$ cat src/rtl/ccu_pkg.sv
// ccu_pkg: shared types and constants for the order sequencer.
// Provides the sequencer state encoding, default unit count/index width, and
// the index of each operation unit as seen on order_unit.
package ccu_pkg;

   typedef enum logic [1:0] {ST_IDLE, ST_START, ST_WAIT, ST_DONE} state_t;

   localparam int N_UNITS_DEF = 12;
   localparam int UNIT_W_DEF  = 4;

   localparam logic [3:0] UNIT_ADD      = 4'd0;
   localparam logic [3:0] UNIT_SUB      = 4'd1;
   localparam logic [3:0] UNIT_MUL      = 4'd2;
   localparam logic [3:0] UNIT_DIV      = 4'd3;
   localparam logic [3:0] UNIT_SHL      = 4'd4;
   localparam logic [3:0] UNIT_SHR      = 4'd5;
   localparam logic [3:0] UNIT_AND      = 4'd6;
   localparam logic [3:0] UNIT_OR       = 4'd7;
   localparam logic [3:0] UNIT_XOR      = 4'd8;
   localparam logic [3:0] UNIT_CMP      = 4'd9;
   localparam logic [3:0] UNIT_LOAD     = 4'd10;
   localparam logic [3:0] UNIT_TRANSFER = 4'd11;

endpackage

$ cat src/rtl/ccu_seq_watchdog.sv
// ccu_seq_watchdog: cycle counter that flags a unit which never answers.
// Ports: clk, rst_n (async active-low); clr restarts the count; en counts one
// cycle; expire is high while enabled on the last allowed cycle.
module ccu_seq_watchdog #(
   parameter int TIMEOUT_CYC = 1024,
   parameter int TO_W        = 11
) (
   input  logic clk,
   input  logic rst_n,
   input  logic clr,
   input  logic en,
   output logic expire
);

   logic [TO_W-1:0] cnt;

   assign expire = en && cnt == TO_W'(TIMEOUT_CYC - 1);

   always_ff @(posedge clk or negedge rst_n)
      if (!rst_n) cnt <= '0;
      else if (clr) cnt <= '0;
      else if (en && !expire) cnt <= cnt + TO_W'(1);

endmodule

$ cat src/rtl/ccu_order_sequencer.sv
// ccu_order_sequencer: runs one MCU order at a time on one of the operation units.
// Ports: clk, rst_n (async active-low); order_valid/order_unit/order_ready take
// an order; unit_start/unit_ep are the per-unit start and end pulses; ep and
// busy report to the MCU; err_spurious/err_badunit/err_timeout are sticky,
// cleared by err_clr. Build option CCU_SEQ_TIMEOUT_EN adds the unit watchdog.
module ccu_order_sequencer
   import ccu_pkg::*;
#(
   parameter int N_UNITS     = N_UNITS_DEF,
   parameter int UNIT_W      = UNIT_W_DEF,
   parameter int TIMEOUT_CYC = 1024,
   parameter int TO_W        = 11
) (
   input  logic               clk,
   input  logic               rst_n,
   input  logic               order_valid,
   input  logic [UNIT_W-1:0]  order_unit,
   output logic               order_ready,
   output logic [N_UNITS-1:0] unit_start,
   input  logic [N_UNITS-1:0] unit_ep,
   output logic               ep,
   output logic               busy,
   output logic               err_spurious,
   output logic               err_badunit,
   output logic               err_timeout,
   input  logic               err_clr
);

   state_t             state, state_nx;
   logic [UNIT_W-1:0]  unit;
   logic [N_UNITS-1:0] sel;
   logic               accept, bad, own, expire, spur_set;

   assign sel         = {{(N_UNITS-1){1'b0}}, 1'b1} << unit;
   assign accept      = order_valid && state == ST_IDLE;
   assign bad         = int'(order_unit) >= N_UNITS;
   assign own         = state == ST_WAIT && |(unit_ep & sel);
   // The active unit may legally pulse during START/WAIT; any other pulse is stray.
   assign spur_set    = (state == ST_START || state == ST_WAIT) ? |(unit_ep & ~sel) : |unit_ep;
   assign order_ready = state == ST_IDLE;
   assign unit_start  = state == ST_START ? sel : '0;
   assign ep          = state == ST_DONE;
   assign busy        = state != ST_IDLE;

   always_comb
      state_nx = state == ST_IDLE  ? (accept ? (bad ? ST_DONE : ST_START) : ST_IDLE) :
                 state == ST_START ? ST_WAIT :
                 state == ST_WAIT  ? ((own || expire) ? ST_DONE : ST_WAIT) :
                                     ST_IDLE;

   always_ff @(posedge clk or negedge rst_n)
      if (!rst_n) begin
         state        <= ST_IDLE;
         unit         <= '0;
         err_spurious <= 1'b0;
         err_badunit  <= 1'b0;
      end else begin
         state        <= state_nx;
         if (accept && !bad) unit <= order_unit;
         err_spurious <= spur_set || (err_spurious && !err_clr);
         err_badunit  <= (accept && bad) || (err_badunit && !err_clr);
      end

`ifdef CCU_SEQ_TIMEOUT_EN
   logic wd_expire;

   ccu_seq_watchdog #(.TIMEOUT_CYC(TIMEOUT_CYC), .TO_W(TO_W)) u_wd (
      .clk    (clk),
      .rst_n  (rst_n),
      .clr    (state == ST_START),
      .en     (state == ST_WAIT),
      .expire (wd_expire)
   );

   // A completion landing on the expiry cycle is a normal finish.
   assign expire = wd_expire && !own;

   always_ff @(posedge clk or negedge rst_n)
      if (!rst_n) err_timeout <= 1'b0;
      else err_timeout <= expire || (err_timeout && !err_clr);
`else
   logic unused_to;

   assign unused_to   = TIMEOUT_CYC > 0 && TO_W > 0;
   assign expire      = 1'b0;
   assign err_timeout = 1'b0;
`endif

endmodule

$ cat config.mk
export PLATFORM = sky130hd
export DESIGN_NAME = ccu_order_sequencer
export DESIGN_NICKNAME = d
export VERILOG_FILES = /design/src/rtl/ccu_pkg.sv /design/src/rtl/ccu_seq_watchdog.sv /design/src/rtl/ccu_order_sequencer.sv
export SDC_FILE = /design/constraint.sdc
export NUM_CORES = 1
export LEC_CHECK = 0
export BUFFER_PORTS_ARGS = -buffer_cell sky130_fd_sc_hd__buf_4
export CAP_MARGIN = 15
export CORE_AREA = 2 2 46 48
export DETAILED_ROUTE_END_ITERATION = 10
export DIE_AREA = 0 0 48 50
export PLACE_DENSITY = 0.75
export RECOVER_POWER = 50
export SYNTH_ARGS = -nofsm -noshare
export SYNTH_HDL_FRONTEND = slang
export SYNTH_HIERARCHICAL = 1
export SYNTH_SLANG_ARGS = --single-unit
$ cat constraint.sdc
create_clock -name clk -period 1.95 [get_ports clk]
set_input_delay 0.195 -clock clk [delete_from_list [all_inputs] [get_ports clk]]
set_output_delay 0.195 -clock clk [all_outputs]
set_load 0.02 [all_outputs]
Word level (Yosys, flattened, before mapping). Cells that the tools add are included.

Register bits: 8. Latch bits: 0. Bits in writable memories: 0. Memory bits (read-only): 0. Input port bits: 20. Output and inout port bits: 18. Logic and storage cells: 36. Memories: 0.

Add/sub/neg operators: 0. $mul: 0. Divide/modulo/power cells: 0. Magnitude comparators: 1. Eq/ne operators: 3. Shift operators: 1. Mux-type cells: 8. Bitwise logic cells: 3. Reduce and logical (&&, ||, !) cells: 16.

Operators by type and width (number): OR reduction 12 bit (3); bitwise AND 12 bit (2); two-way mux 12 bit (1); NOT 12 bit (1); << shifter 1 x 4 -> 12 bit, first input constant (1); two-way mux 2 bit (5); logical AND 1 bit (6); equality test 2 bit, second input constant (2); >= comparator 4 bit, second input constant (1); logical OR 1 bit (3); equality test 2 x 1 -> 1 bit, second input constant (1); zero test 1 bit (2); zero test 2 bit (1); two-way mux 1 bit (2); nonzero test 2 bit (1).

Logic depth before layout (Yosys ltp). Gate-level depths: netlist (run 1).

Depth after elaboration: 8. Mapped depth: 6. Mapped depth without buffers: 6.

Worst setup path before layout (run 1). Ideal clock, no wire load.

Path kind: flip-flop to flip-flop. Start point: register state[0]. End point: register err_spurious. Library setup time: 0.124 ns. Data arrival time: 1.460 ns. Data required time: 1.826 ns. Path slack: 0.366 ns. Cell stages (with the launch flop): 7. Buffers on the path: 0. Period minus slack after synthesis: 1.584 ns. Cell sequence: dfrtp_1 inv_1 ha_1 or4_1 nor4_1 nand4_1 o31a_1.

Cells in the longest elaborated chain, start to end: 4. Elaborated cells between the ends (all ways): 5. Classes of those cells: eq/ne (2); mux (1); reduce/logical (2).

Ends and longest elaborated chain: start: declaration (RTL line ccu_order_sequencer.sv:29) `state_t state, state_nx;`; start signal: assignment (RTL line ccu_order_sequencer.sv:58) `state <= state_nx;`; equality test 2 x 1 -> 1 bit or equality test 2 bit (tied branches) (RTL line ccu_order_sequencer.sv:39) `assign spur_set = (state == ST_START || state == ST_WAIT) ? |(unit_ep & ~sel) : |unit_ep;`; logical OR 1 bit * (RTL line ccu_order_sequencer.sv:39); two-way mux 1 bit * (RTL line ccu_order_sequencer.sv:39); logical OR 1 bit * (RTL line ccu_order_sequencer.sv:60) `err_spurious <= spur_set || (err_spurious && !err_clr);`; end signal: assignment (RTL line ccu_order_sequencer.sv:60); end: declaration (RTL line ccu_order_sequencer.sv:23) `output logic err_spurious,`.

Mark *: on every way between the ends. The rest lies on a longest branch, timed or not. A chain may end at the register's enable or synchronous reset.

Worst setup path in the final report (run 1). Same ends and word-level chain as after synthesis.

==> results of run 1 <==
[worst max-delay path by stage]
stage          depth (start not counted)      endpoint  slack (ps)
2_1_floorplan                          6  err_spurious         370
3_3_place_gp                           6  err_spurious         320
3_5_place_dp                           6  err_spurious         200
4_1_cts                                6  err_spurious         170
5_1_grt                                6  err_spurious          50
6_report                               6  err_spurious         150
[power breakdown]
part           switching (W)  total, W  internal [W]
logic               0.000473  0.000865      0.000392
clock network      0.0000608  0.000132     0.0000707
registers          0.0000934  0.000322      0.000228
total               0.000628   0.00132      0.000691
[layer usage]
metal | global-route usage | share of wire | vias to the layer above
met5 | 0 | 0 | -
met4 | 0.08108 | 0.019 | 0
met3 | 0.04029 | 0.057 | 7
met2 | 0.3289 | 0.49 | 43
met1 | 0.2517 | 0.43 | 430
li1 | - | - | 451
[per-stage QoR]
step	utilization	power [W]	setup slack, ps	area, sq um
after global placement	0.5901	0.001174	318.6	1122
after detailed placement	0.5901	0.001199	195.3	1122
after CTS	0.6072	0.001332	165.7	1155
after global routing	0.5974	0.001434	50.41	1136
final	0.5974	0.001318	148.3	1136
after floorplan	-	0.0009099	366.1	812.0
[state kept, by name, indices dropped and copies added, names as in the netlist]
name and count:
unit 4, err_spurious 1, state 2, err_badunit 1
[cells by family after synthesis]
logic type	after synthesis	share of synthesized area
muxes	6	0.09399
adders and majority gates	4	0.06164
AOI/OAI and AO/OA	17	0.1433
DFF	8	0.2465
buffers and inverters	12	0.07087
and+or+nand+nor	57	0.3791
other	1	0.004618
[layout make-up]
type,count,area [sq um],area share
inverters,5,18.77,0.01652
well taps,27,33.78,0.02974
clock buffers,3,22.52,0.01982
repair buffers,43,306.5,0.2698
flip-flops and latches,8,200.2,0.1762
multi-input cells,85,554.3,0.4879
[Yosys cell counts (all sizes together) (3+ instances only)]
master  count
nor3        5
inv         5
a21oi       3
buf         6
and3b       3
dfrtp       8
o21ai       5
mux2        3
nand2b      5
ha          4
nand2       6
nor2       21
nor4        3
==> reports/summary.md, run 1 <==
• number of warning messages in the yosys log: 6
• area fraction of the dominant cell type after synthesis: 0.2465
• setup repair after global routing missed its margin: no
• commonest non-fill, non-tap cell in the layout: sky130_fd_sc_hd__buf_4
• Clk pin slew, worst setup/hold paths: 60 ps
• LEAKAGE: 0.5172 nW
• count of cell types in the netlist: 39
• max_cap viols: 0
• via count of the first global-routing pass: 864
• largest net degree at the start of global routing: 14
• maximum fanout along the worst path: 3
• reg2reg path depth: 6
• number of H-tree levels: 1
• drt total wl: 2.244 mm
• fraction of final layout cells with drive strength greater than 1: 0.2986
• sequence of cells on the critical path: inv_1 -> ha_1 -> or4_1 -> nor4_1 -> nand4_1 -> o31a_1
• fraction of registers with async set or reset after synthesis: 1.000
• die outline width: 48 microns
• number of rows created at floorplan: 16
• latest clock arrival within the worst-skew pair: 260 ps
• global routing usage summed across all routing layers: 0.2027
• average wire length per cell after detail routing: 13.12 microns
• average instance area after synthesis: 7.734 sq um
• worst hold path class: input pin to flop
• quantity of gates resized following cts: 0
• hold_buf cts: 1
• Critical Setup Path Class: flop to flop
• Port Buffer Count: 36
• hold path start: err_clr
• largest cells by area after synthesis: sky130_fd_sc_hd__dfrtp_1 25%, sky130_fd_sc_hd__nor2_1 9.7%, sky130_fd_sc_hd__ha_1 6.2%
• synthesized instance count: 105
• number of synthesized flops with an enable pin: 0
• final setup fails: 0
• minimum setup slack among reg-to-reg paths: 150 ps
• R2R Path End: err_spurious
• critical path launch point: state[0]
• routed via count: 931
• power per cell area: 1160 mW/mm^2
• DRC viols: 0
• RePlAce Congestion: 0.7862
• net count after synthesis: 129
• clock period minus worst slack: 1802 ps
• via/cell ratio: 5.444
• Bufs on Longest Clock Path: 2
• HPWL after DPL: 1.897 mm
• top library cells by usage in the layout, fill and taps aside: 37 x sky130_fd_sc_hd__buf_4, 21 x sky130_fd_sc_hd__nor2_1, 8 x sky130_fd_sc_hd__dfrtp_1
• final count of hold timing violations: 0
• final hold slack: 136.3 ps
• largest clock skew in the final design: 6.090 ps
• fraction of the yosys area taken by sequential cells: 0.2465
• post-synthesis to final-layout area growth: 39.91%
• Ant. Diodes: 0
• kind of end point of the critical path: flop
• Worst path slowest cell: sky130_fd_sc_hd__or4_1
• Inserted Clock Buffers: 3
• worst hold path depth: 2
• die area: 0.002400 sq mm
• worst path arrival time: 1940 ps
• Vert. Die Dim: 50 microns
• total number of nets in the final design: 170
• largest incremental delay on the critical path: 410 ps
• top cell type by total area after synthesis: sky130_fd_sc_hd__dfrtp_1
• DP Cell Count: 167
• Crit path buffers/inverters: 1
• CTS Root Cell: sky130_fd_sc_hd__clkbuf_4
• antenna violations before repair: 0
• Critical Path RT: 2090 ps
• hold endpoint: err_badunit
• final critical-path share of the clock period: 0.9239
• global-route wire length before repair: 3.539 mm
• leading register cell type out of synthesis: sky130_fd_sc_hd__dfrtp_1
• filler instances: 184
• synthesized flop and latch total: 8
• accumulated negative setup slack: 0 ps
• clock tree from TritonCTS: done
• run status: finished, final reports clean
• final-report max-slew violation count: 0
• count of nets left with antenna violations after detail routing: 0
• grt ovf: 0
• initial DRC count: 19
• number of top-level pins: 38
• Synth Cell Area: 812.0 sq um
• worst supply voltage drop on vdd: 664.3 uV
• Top Family by Delay on Critical Path: simple AND/OR/NAND/NOR gates
• post-layout instance count excluding filler cells: 171
• FF-to-FF Start: state[0]
• sort of element at the start of the critical path: flop
• core region area: 0.001902 sq mm
• clock net sink count: 8
• iteration count of the initial detailed-routing pass: 4
• initial core utilization: 0.4270
• Post CTS Setup Buffer Count: 0
• upper clock frequency limit: 0.5550 GHz
Note: power is estimated with default switching activity, not from simulation.
==> run 2, diff against run 1 <==
==> constraint.sdc (replaced) <==
create_clock -name clk -period 2.1 [get_ports clk]
set_input_delay 0.21 -clock clk [delete_from_list [all_inputs] [get_ports clk]]
set_output_delay 0.21 -clock clk [all_outputs]
set_load 0.02 [all_outputs]
==> reports/summary.md, run 2 (same netlist as run 1, synthesis figures left out) <==
• run status: finished, final reports clean
• core region area: 0.001902 sq mm, unchanged
• top library cells by usage in the layout, fill and taps aside: 33 x sky130_fd_sc_hd__buf_4, 21 x sky130_fd_sc_hd__nor2_1, 8 x sky130_fd_sc_hd__dfrtp_1
• top register by number of flip-flops: unit
• biggest registers after layout: unit (4), state (2)
• latest clock arrival within the worst-skew pair: 250 ps, about the same
• CTS Root Cell: sky130_fd_sc_hd__clkbuf_4
• initial DRC count: 21, +2
• fraction of final layout cells with drive strength greater than 1: 0.2786, -0.02004
• routed via count: 899, -3.4%
• hold path start: err_clr
• R2R Path End: err_spurious
• minimum setup slack among reg-to-reg paths: 310 ps, +160 ps
• total number of nets in the final design: 166, -2.4%
• DRC viols: 0, unchanged
• largest clock skew in the final design: 1.724 ps, -4.365 ps
• Bufs on Longest Clock Path: 2, unchanged
• post-synthesis to final-layout area growth: 36.21%
• Port Buffer Count: 36, unchanged
• FF-to-FF Start: state[0]
• Critical Path RT: 2230 ps, +140 ps
• worst hold path depth: 2, unchanged
• Worst path slowest cell: sky130_fd_sc_hd__or4_1
• global-route wire length before repair: 3.581 mm, +1.2%
• upper clock frequency limit: 0.5572 GHz, +0.40%
• proportion of power drawn by combinational gates: 0.607, -0.049
• setup repair after global routing missed its margin: no
• largest incremental delay on the critical path: 420 ps, about the same
• number of flip-flops under the largest register name: 4, unchanged
• sort of element at the start of the critical path: flop
• clock power share: 0.096, -0.004
• final critical-path share of the clock period: 0.8546, -0.06939
• via/cell ratio: 5.383, -1.1%
• RePlAce Congestion: 0.7981, +1.5%
• Crit path buffers/inverters: 1, unchanged
• Vert. Die Dim: 50 microns, unchanged
• commonest non-fill, non-tap cell in the layout: sky130_fd_sc_hd__buf_4
• reg2reg path depth: 6, unchanged
• iteration count of the initial detailed-routing pass: 4, unchanged
• Worst Setup Slack post-DPL: 367.4 ps, +172.0 ps
• Top Family by Delay on Critical Path: simple AND/OR/NAND/NOR gates
• clock period minus worst slack: 1795 ps, -7.123 ps
• final-report max-slew violation count: 0, unchanged
• final setup fails: 0, unchanged
• post-route setup slack: 305.4 ps, +157.1 ps
• Inserted Clock Buffers: 3, unchanged
• quantity of gates resized following cts: 0, unchanged
• kind of end point of the critical path: flop
• Clk pin slew, worst setup/hold paths: 50 ps, about the same
• number of H-tree levels: 1, unchanged
• LEAKAGE: 0.4978 nW, -3.8%
• final count of hold timing violations: 0, unchanged
• accumulated negative setup slack: 0 ps, unchanged
• grt ovf: 0, unchanged
• worst supply voltage drop on vdd: 851.2 uV, +28%
• global routing usage summed across all routing layers: 0.2077, +0.005072
• Ant. Diodes: 0, unchanged
• number of top-level pins: 38, unchanged
• die area: 0.002400 sq mm, unchanged
• worst path arrival time: 1930 ps, about the same
• via count of the first global-routing pass: 838, -3.0%
• power per cell area: 1050 mW/mm^2, -9.5%
• die outline width: 48 microns, unchanged
• HPWL after DPL: 1.848 mm, -2.6%
• Post CTS Setup Buffer Count: 0, unchanged
• net switching fraction of the power: 0.4890, +0.01287
• hold endpoint: err_badunit
• Flop pwr share: 0.297, +0.053
• average wire length per cell after detail routing: 13.33 microns, +1.6%
• number of rows created at floorplan: 16, unchanged
• maximum fanout along the worst path: 3, unchanged
• antenna violations before repair: 0, unchanged
• net switching power of the design: 0.0005678 W, -9.5%
• Internal Power: 0.0005934 W, -14%
• clock net sink count: 8, unchanged
• count of nets left with antenna violations after detail routing: 0, unchanged
• drt total wl: 2.226 mm, -0.80%
• clock tree from TritonCTS: done
• worst hold path class: input pin to flop
• Critical Setup Path Class: flop to flop
• initial core utilization: 0.4270, unchanged
• max_cap viols: 0, unchanged
• sequence of cells on the critical path: inv_1 -> ha_1 -> or4_1 -> nor4_1 -> nand4_1 -> o31a_1
• largest net degree at the start of global routing: 15, +1
## run 2: cell types whose count changed in the layout (fill, tap and decap cells not counted)
cell | previous run | this run
sky130_fd_sc_hd__buf_4 | 37 | 33
## run 2: stage by stage
stage	hold WS, ps	cells	total power [W]	cell area, sq um	util
floorplan	-85.59	105	0.0008449	812.0	-
global placement	32.25	163	0.001032	1092	0.5743
detailed placement	32.27	163	0.001064	1092	0.5743
CTS	164.4	167	0.001183	1125	0.5914
global route	161.1	167	0.001272	1106	0.5816
finish	171.6	167	0.001161	1106	0.5816
## run 2: what timing repair did
action	in CTS	in global routing
endpoints found under the hold margin	8	0
endpoints found under the setup margin	0	0
hold buffers	1	0
## run 2: how the worst max path moves through the flow
stage                        start      endpoint  cells past startpoint
after CTS                 state[0]  err_spurious                      6
after floorplan           state[0]  err_spurious                      6
final                     state[0]  err_spurious                      6
after global placement     unit[3]  err_spurious                      4
after detailed placement   unit[3]  err_spurious                      4
after global routing      state[0]  err_spurious                      6
## run 2: worst register-to-register path: stages (launching register included)
cell                      delay, ps
sky130_fd_sc_hd__dfrtp_1        380
sky130_fd_sc_hd__inv_1           70
sky130_fd_sc_hd__ha_1           330
sky130_fd_sc_hd__or4_1          420
sky130_fd_sc_hd__nor4_1         230
sky130_fd_sc_hd__nand4_1        130
sky130_fd_sc_hd__o31a_1         130
## run 2: layout make-up
class,instances,area (sq um)
repair buffers,39,276.5
fillers,199,795.8
multi-input cells,85,554.3
inverters,5,18.77
clock buffers,3,22.52
well taps,27,33.78
flip-flops and latches,8,200.2
## run 2: layer usage
metal / part of all wire / wire (microns) / track usage / up-vias
li1: - / - / - / 444
met1: 0.43 / 951 / 0.2591 / 413
met3: 0.080 / 177 / 0.04762 / 0
met5: 0 / 0 / 0 / -
met4: 0 / 0 / 0.04054 / 0
met2: 0.49 / 1097 / 0.3533 / 42
## run 2: power groups by stage
| stage | combinational [W] | clock [W] | sequential [W] |
|---|---|---|---|
| finish | 0.000705 | 0.000111 | 0.000345 |
| CTS | 0.000724 | 0.000118 | 0.000341 |
| global route | 0.000779 | 0.000128 | 0.000366 |
| detailed placement | 0.000720 | 0 | 0.000344 |
| global placement | 0.000698 | 0 | 0.000335 |
| floorplan | 0.000591 | 0 | 0.000254 |
==> run 3, diff against run 2 <==
--- a/config.mk
+++ b/config.mk
@@ -10,7 +10,8 @@
 export CORE_AREA = 2 2 46 48
 export DETAILED_ROUTE_END_ITERATION = 10
 export DIE_AREA = 0 0 48 50
-export PLACE_DENSITY = 0.75
+export MAX_ROUTING_LAYER = met4
+export PLACE_DENSITY = 0.72
 export RECOVER_POWER = 50
 export SYNTH_ARGS = -nofsm -noshare
 export SYNTH_HDL_FRONTEND = slang
==> reports/summary.md, run 3 (same netlist as run 1, synthesis figures left out) <==
• top register by number of flip-flops: unit
• Critical Path RT: 2250 ps, +20 ps
• Clk pin slew, worst setup/hold paths: 50 ps, about the same
• total power of the final layout: 0.001182 W, +1.8%
• Vert. Die Dim: 50 microns, unchanged
• RePlAce Congestion: 0.8013, +0.40%
• largest clock skew in the final design: 1.126 ps, -0.5981 ps
• biggest registers after layout: unit (4), state (2)
• number of rows created at floorplan: 16, unchanged
• hold path start: err_clr
• post-synthesis to final-layout area growth: 37.13%
• worst hold path class: input pin to flop
• total number of nets in the final design: 167, +0.60%
• worst supply voltage drop on vdd: 646.6 uV, -24%
• Crit path buffers/inverters: 0, -1
• fraction of final layout cells with drive strength greater than 1: 0.2837, +0.005117
• R2R Path End: err_spurious
• FF-to-FF Start: unit[3]
• Critical Setup Path Class: flop to flop
• maximum fanout along the worst path: 14, +11
• global-route wire length before repair: 3.539 mm, -1.2%
• final setup fails: 0, unchanged
• die area: 0.002400 sq mm, unchanged
• Worst path slowest cell: sky130_fd_sc_hd__dfrtp_1
• initial DRC count: 11, -48%
• worst hold path depth: 2, unchanged
• Post-Layout Inst Area: 0.001114 sq mm, +0.68%
• clock tree from TritonCTS: done
• Inserted Clock Buffers: 3, unchanged
• iteration count of the initial detailed-routing pass: 4, unchanged
• max_cap viols: 0, unchanged
• via/cell ratio: 5.405, +0.40%
• final critical-path share of the clock period: 0.8266, -0.02799
• Cell Area, Placed: 0.001100 sq mm, +0.69%
• DRC viols: 0, unchanged
• top library cells by usage in the layout, fill and taps aside: 34 x sky130_fd_sc_hd__buf_4, 21 x sky130_fd_sc_hd__nor2_1, 8 x sky130_fd_sc_hd__dfrtp_1
• die outline width: 48 microns, unchanged
• filler instances: 191, -4.0%
• sort of element at the start of the critical path: flop
• upper clock frequency limit: 0.5761 GHz, +3.4%
• hold endpoint: err_badunit
• CTS Root Cell: sky130_fd_sc_hd__clkbuf_4
• power per cell area: 1061 mW/mm^2, +1.1%
• number of top-level pins: 38, unchanged
• largest incremental delay on the critical path: 580 ps, +160 ps
• run status: finished, final reports clean
• kind of end point of the critical path: flop
• minimum setup slack among reg-to-reg paths: 360 ps, +60 ps
• Port Buffer Count: 36, unchanged
• grt ovf: 0, unchanged
• clock period minus worst slack: 1736 ps, -58.78 ps
• drt total wl: 2.254 mm, +1.3%
• final count of hold timing violations: 0, unchanged
• setup repair after global routing missed its margin: no
• commonest non-fill, non-tap cell in the layout: sky130_fd_sc_hd__buf_4
• core region area: 0.001902 sq mm, unchanged
• clock net sink count: 8, unchanged
• final-report max-slew violation count: 0, unchanged
• HPWL after DPL: 1.807 mm, -2.2%
• Top Family by Delay on Critical Path: compound AO/OA/AOI/OAI gates
• LEAKAGE: 0.5027 nW, +0.98%
• reg2reg path depth: 4, -2
• routed via count: 908, +1.0%
• global routing usage summed across all routing layers: 0.2152, +0.007416
• antenna violations before repair: 0, unchanged
• latest clock arrival within the worst-skew pair: 260 ps, about the same
• average wire length per cell after detail routing: 13.42 microns, +0.66%
• number of H-tree levels: 1, unchanged
• sequence of cells on the critical path: or3b_1 -> a211oi_2 -> o2111ai_1 -> o31a_1
• accumulated negative setup slack: 0 ps, unchanged
• via count of the first global-routing pass: 841, +0.36%
• initial core utilization: 0.4270, unchanged
• Post CTS Setup Buffer Count: 0, unchanged
• largest net degree at the start of global routing: 15, unchanged
• number of flip-flops under the largest register name: 4, unchanged
• count of nets left with antenna violations after detail routing: 0, unchanged
• worst path arrival time: 1880 ps, -50 ps
• Bufs on Longest Clock Path: 2, unchanged
• Ant. Diodes: 0, unchanged
-- run 3: metal layers --
metal,vias to the layer above,part of all wire,global-route usage
met5,-,0,-
met4,0,0.017,0.09910
met3,5,0.039,0.03663
met2,33,0.51,0.3378
met1,421,0.43,0.2591
li1,449,-,-
-- run 3: cell type report --
class / instances / area (sq um) / share of cell area
Multi-Input combinational cell: 85 / 554.3 / 0.4978
Timing Repair Buffer: 40 / 284.0 / 0.2551
Sequential cell: 8 / 200.2 / 0.1798
Inverter: 5 / 18.77 / 0.01685
Tap cell: 27 / 33.78 / 0.03034
Clock buffer: 3 / 22.52 / 0.02022
-- run 3: how the worst max path moves through the flow --
stage / cells past startpoint / end / from / slack [ps]
4_1_cts: 4 / err_spurious / unit[3] / 360
3_3_place_gp: 4 / err_spurious / unit[1] / 400
6_report: 4 / err_spurious / unit[3] / 360
5_1_grt: 4 / err_spurious / unit[3] / 240
3_5_place_dp: 4 / err_spurious / unit[3] / 360
2_1_floorplan: 6 / err_spurious / state[0] / 520
-- run 3: power breakdown --
part	internal, W	total (W)	switching, W
Sequential	0.000211	0.000339	0.000128
Clock	0.0000657	0.000122	0.0000563
Combinational	0.000328	0.000721	0.000393
Total	0.000605	0.00118	0.000577
-- run 3: what timing repair did --
action | in CTS | in global routing
resized for setup | 0 | 0
endpoints found under the hold margin | 8 | 0
hold buffers | 1 | 0
-- run 3: per-stage QoR --
stage / util / setup slack (ps) / hold slack [ps] / instances
2_1_floorplan: - / 516.1 / -85.59 / 105
3_3_place_gp: 0.5783 / 400.1 / 32.04 / 164
3_5_place_dp: 0.5783 / 362.8 / 34.53 / 164
4_1_cts: 0.5954 / 355.3 / 154.2 / 168
5_1_grt: 0.5855 / 242.8 / 168.5 / 168
6_report: 0.5855 / 364.2 / 155.2 / 168
